**config.mk**
```make
export PLATFORM = sky130hd
export DESIGN_NAME = serving_uart_tx
export DESIGN_NICKNAME = d
export VERILOG_FILES = /design/src/rtl/serving_uart_tx.sv
export SDC_FILE = /design/constraint.sdc
export NUM_CORES = 1
export LEC_CHECK = 0
export ABC_CLOCK_PERIOD_IN_PS = 3500
export BUFFER_PORTS_ARGS = -buffer_cell sky130_fd_sc_hd__buf_2
export CAP_MARGIN = 20
export CORE_MARGIN = 1
export CORE_UTILIZATION = 50
export DETAILED_ROUTE_END_ITERATION = 10
export MAX_ROUTING_LAYER = met4
export PLACE_DENSITY = 0.75
export SYNTH_ARGS = -nofsm -noshare
export SYNTH_HDL_FRONTEND = slang
export SYNTH_SLANG_ARGS = --single-unit
```
**constraint.sdc**
```tcl
create_clock -name i_clk -period 3.5 [get_ports i_clk]
set_input_delay 0.35 -clock i_clk [delete_from_list [all_inputs] [get_ports i_clk]]
set_output_delay 0.35 -clock i_clk [all_outputs]
set_load 0.02 [all_outputs]
```
**src/rtl/serving_uart_tx.sv**
```systemverilog
// serving_uart_tx: Wishbone-slave 8N1 UART transmitter with a byte FIFO and status register.
// Holds a small queue of CPU-written bytes and shifts each out LSB-first between start and stop bits.
module serving_uart_tx #(
  parameter int CLKS_PER_BIT = 868,
  parameter int FIFO_DEPTH   = 8
) (
  input  logic        i_clk,
  input  logic        i_rst,
  input  logic [31:0] i_wb_adr,
  input  logic [31:0] i_wb_dat,
  input  logic [3:0]  i_wb_sel,
  input  logic        i_wb_we,
  input  logic        i_wb_stb,
  output logic [31:0] o_wb_rdt,
  output logic        o_wb_ack,
  output logic        o_tx
);
  localparam int AW = $clog2(FIFO_DEPTH);
  localparam int CW = $clog2(CLKS_PER_BIT);
  localparam logic [CW-1:0] RELOAD = CW'(CLKS_PER_BIT - 1);
  typedef enum logic [1:0] {IDLE, START, DATA, STOP} state_t;
  state_t state, state_n;
  logic [AW:0] wp, rp, level;
  logic [7:0] mem [FIFO_DEPTH];
  logic [CW-1:0] cnt, cnt_n;
  logic [2:0] idx, idx_n;
  logic [7:0] shift, shift_n;
  logic ovf, taken, wr_data, full, empty, push, pop, tick;
  logic [31:0] status;
  logic unused;
  assign unused  = ^{i_wb_adr[31:3], i_wb_adr[1:0], i_wb_dat[31:8], i_wb_sel[3:1]};
  assign taken   = i_wb_stb & ~o_wb_ack;
  assign wr_data = taken & i_wb_we & ~i_wb_adr[2] & i_wb_sel[0];
  assign level   = wp - rp;
  assign full    = (wp[AW] != rp[AW]) && (wp[AW-1:0] == rp[AW-1:0]);
  assign empty   = wp == rp;
  // A full FIFO rejects the push even if the shifter pops in the same cycle.
  assign push    = wr_data & ~full;
  assign pop     = (state == IDLE) & ~empty;
  assign tick    = cnt == '0;
  assign status  = {16'd0, 8'(level), 4'd0, ovf, state != IDLE, empty, full};
  assign o_tx    = state == START ? 1'b0 : state == DATA ? shift[0] : 1'b1;
  always_ff @(posedge i_clk) begin
    if (push) mem[wp[AW-1:0]] <= i_wb_dat[7:0];
  end
  always_ff @(posedge i_clk or posedge i_rst) begin
    if (i_rst) begin
      o_wb_ack <= 1'b0;
      o_wb_rdt <= '0;
      wp       <= '0;
      rp       <= '0;
      ovf      <= 1'b0;
      state    <= IDLE;
      cnt      <= '0;
      idx      <= '0;
      shift    <= '0;
    end else begin
      o_wb_ack <= taken;
      o_wb_rdt <= (taken & ~i_wb_we & i_wb_adr[2]) ? status : 32'd0;
      wp       <= wp + (AW+1)'(push);
      rp       <= rp + (AW+1)'(pop);
      if (wr_data & full) ovf <= 1'b1;
      else if (taken & i_wb_we & i_wb_adr[2] & i_wb_dat[3]) ovf <= 1'b0;
      state    <= state_n;
      cnt      <= cnt_n;
      idx      <= idx_n;
      shift    <= shift_n;
    end
  end
  always_comb begin
    state_n = state;
    cnt_n   = tick ? RELOAD : cnt - 1'b1;
    idx_n   = idx;
    shift_n = shift;
    case (state)
      IDLE: begin
        cnt_n = cnt;
        if (!empty) begin
          state_n = START;
          cnt_n   = RELOAD;
          shift_n = mem[rp[AW-1:0]];
        end
      end
      START: if (tick) begin
        state_n = DATA;
        idx_n   = '0;
      end
      DATA: if (tick) begin
        shift_n = shift >> 1;
        idx_n   = idx + 1'b1;
        state_n = idx == 3'd7 ? STOP : DATA;
      end
      STOP: state_n = tick ? IDLE : STOP;
      default: state_n = IDLE;
    endcase
  end
endmodule
```
==> results.py <==
metrics = {
    "outcome": {
        "status": "completed",
    },
    "route": {
        "drt-total-wl_um": 8040,
        "vias": 2660,
        "drt_iter0_markers": 132,
        "vias_per_cell": 5.52,
        "drc": 0,
        "first_pass_iters": 4,
        "antenna_left": 0,
        "wire_per_inst_um": 16.7,
    },
    "sta": {
        "maxSlewViolCount": 0,
        "finalCritPeriodShare": 0.667,
        "setup_ws_ps": 1170,
        "slew-limit-headroom": 0.453,
        "fin_crit_ps": 2330,
        "tightest_slew_ps": 816,
        "tns_ps": 0,
        "setup_viol": 0,
        "hold_viol": 0,
        "rsz0062_at_grt": "false",
        "finalClockSkew_ps": 11.1,
        "max_freq_mhz": 429,
    },
    "yosys": {
        "syn_area_per_cell_sq_um": 14.0,
        "synth-edff-count": 64,
        "synthArstFlopShare": 0.390,
        "ys.warnings.count": 0,
        "ys_ff_latch": 105,
        "yosysTopAreaCell": "edfxtp_1",
        "yosysTopAreaCellShare": 0.412,
        "ys_seq_area_frac": 0.632,
        "synth_cells": 333,
        "synthDistinctLibCells": 45,
        "synthTopCellsByArea": "edfxtp_1 (41%), dfrtp_1 (22%), mux4_2 (7.7%), buf_4 (4.0%), ha_1 (2.7%)",
        "synth_area_sq_um": 4660,
        "synthFlopType": "edfxtp_1",
    },
    "layout": {
        "fin_nets": 452,
        "final_area_sq_um": 5090,
        "multiInputGateArea_sq_um": 1520,
        "instances_no_fill": 482,
        "syn2layout_area_growth_pct": 9.17,
        "drive_gt1_frac": 0.217,
        "fill_cells": 704,
        "finish.utilization": 0.573,
        "antennaDiodeCount": 0,
        "regArea_sq_um": 2950,
    },
    "critical_path": {
        "critPathKind": "reg2reg",
        "timing.rr.end": "shift[2]",
        "reg2reg_slack_ps": 1170,
        "critPathRequiredTime_ps": 3760,
        "crit_path_max_incr_delay_ps": 400,
        "path_cells": "buf_4 > inv_1 > ha_1 > and3_1 > a21oi_1 > o21ai_4 > mux2_4",
        "rr_worst_depth": 7,
        "cp_num_buf_inv": 2,
        "slowest_stage": "o21ai_4",
        "r2r_start": "rp[2]",
        "path_delay_family": "compound AO/OA/AOI/OAI gates",
        "crit_arrival_ps": 2590,
        "startpoint_type": "flop",
        "crit_path_max_fanout": 18,
        "critPathCaptureType": "flop",
    },
    "clock_tree": {
        "clockBufferDepth": 2,
        "root_buffer": "clkbuf_8",
        "clkLatencyLatePin_ps": 370,
        "post_cts_buffers": 0,
        "postCtsHoldBufs": 0,
        "cts.sinks": 105,
        "numCtsBuffers": 9,
        "clk_transition_reported_paths_ps": 110,
        "cts_resized": 0,
        "htree_num_levels": 3,
        "cts_tree": "done",
    },
    "floorplan": {
        "io_pins": 106,
        "die_x_um": 98.6,
        "die_area_sq_um": 9720,
        "rows": 34,
        "coreArea_sq_um": 8890,
        "die_h_um": 98.6,
        "initial_core_util": 0.525,
    },
    "run": {
        "maxCapViolations": 0,
    },
    "power": {
        "internal-power_uw": 2260,
        "ir_drop_v": 0.000348,
        "p_sw_uw": 1090,
        "power_density_nw_per_um2": 657,
        "clkPwrFrac": 0.244,
        "seq_power_share": 0.484,
        "p_sw_frac": 0.325,
        "combPwrFrac": 0.271,
        "p_leak_uw": 0.00209,
    },
    "place": {
        "dpl.cell_count": 466,
        "port_buffers": 23,
        "dpl.hpwl_um": 5370,
        "placed_cell_area_sq_um": 4870,
        "post-place-ws_ps": 1200,
        "place_congestion": 0.783,
    },
    "global_routing": {
        "grt_max_degree": 22,
        "grt_overflow": 0,
        "antenna_found_initial": 0,
        "grt_pass1_vias": 2559,
        "track_usage": 0.185,
        "grt_pass1_wl_um": 12900,
    },
    "min_path": {
        "hp-class": "in2async",
    },
}
==> routing by layer <==
metal / vias up / GRT usage / routed length [um]
li1: 1244 / - / -
met1: 1348 / 0.220 / 3580
met2: 61 / 0.311 / 4090
met3: 7 / 0.0411 / 281
met4: 0 / 0.0700 / 80
met5: - / - / 0
==> area by class of cell <==
class | instances | share of cell area
Clock inverter | 7 | 0.0201
Sequential cell | 105 | 0.579
Tap cell | 108 | 0.0265
Inverter | 13 | 0.00958
Multi-Input combinational cell | 204 | 0.299
Timing Repair Buffer | 36 | 0.0418
Clock buffer | 9 | 0.0243
==> worst max-delay path by stage <==
stage,endpoint,slack [ps],startpoint,depth (start not counted)
5_1_grt,shift[2],1050,rp[2],7
3_5_place_dp,shift[1],1200,rp[2],7
6_report,shift[2],1170,rp[2],7
2_1_floorplan,mem[1][0],880,rp[1],7
4_1_cts,shift[2],1160,rp[2],7
3_3_place_gp,shift[0],1210,rp[2],7
==> through the flow <==
step / power [uW] / hold slack, ps
floorplan: 2360 / 449
global placement: 2520 / 452
detailed placement: 2560 / 459
CTS: 3380 / 113
global route: 3540 / 157
finish: 3350 / 106
==> cells in the mapped netlist (all sizes together) (2+ instances only) <==
master   n
xnor2    5
xor2     3
o21ai   10
and3     3
nand3    4
nand2   33
a22o     5
dfrtp   41
clkbuf   5
mux4    16
nand2b   3
or4      2
nand4    4
ha      10
buf     29
inv     12
a31oi   12
nor2b    2
edfxtp  64
mux2     7
nor2    25
a21oi   11
or2      2
nor3     8
==> cells by family after synthesis <==
| family | count (synthesis) | share of synthesized area |
|---|---|---|
| AOI/OAI and AO/OA | 47 | 0.0660 |
| xor gates and xnor gates | 8 | 0.0150 |
| adders and majority gates | 11 | 0.0311 |
| buffers and inverters | 47 | 0.0604 |
| DFF | 105 | 0.632 |
| muxes | 23 | 0.0998 |
| other | 1 | 0.000804 |
| and+or+nand+nor | 91 | 0.0950 |
==> power groups by stage <==
| stage | Clock [uW] | Sequential, uW | Combinational [uW] |
|---|---|---|---|
| after floorplan | 0 | 1620 | 748 |
| after global placement | 0 | 1630 | 888 |
| after detailed placement | 0 | 1640 | 921 |
| after CTS | 844 | 1620 | 921 |
| after global routing | 885 | 1650 | 1010 |
| final | 817 | 1620 | 908 |
==> cells in the final DEF, fill, tap and decap left out, types with 10 or more instances in the layout <==
cell type / instances
a21oi_1: 11
a31oi_1: 12
buf_2: 23
buf_4: 13
conb_1: 24
dfrtp_1: 41
edfxtp_1: 64
ha_1: 10
inv_1: 12
mux4_2: 16
nand2_1: 33
nor2_1: 25
==> sequential cells by signal (all words and copies together) (netlist names) <==
name,flops
mem,64
rp,4
ovf,1
shift,8
o_wb_ack,1
state,2
cnt,10
wp,4
idx,3
o_wb_rdt,8
Power figures use the tool's default switching activity.
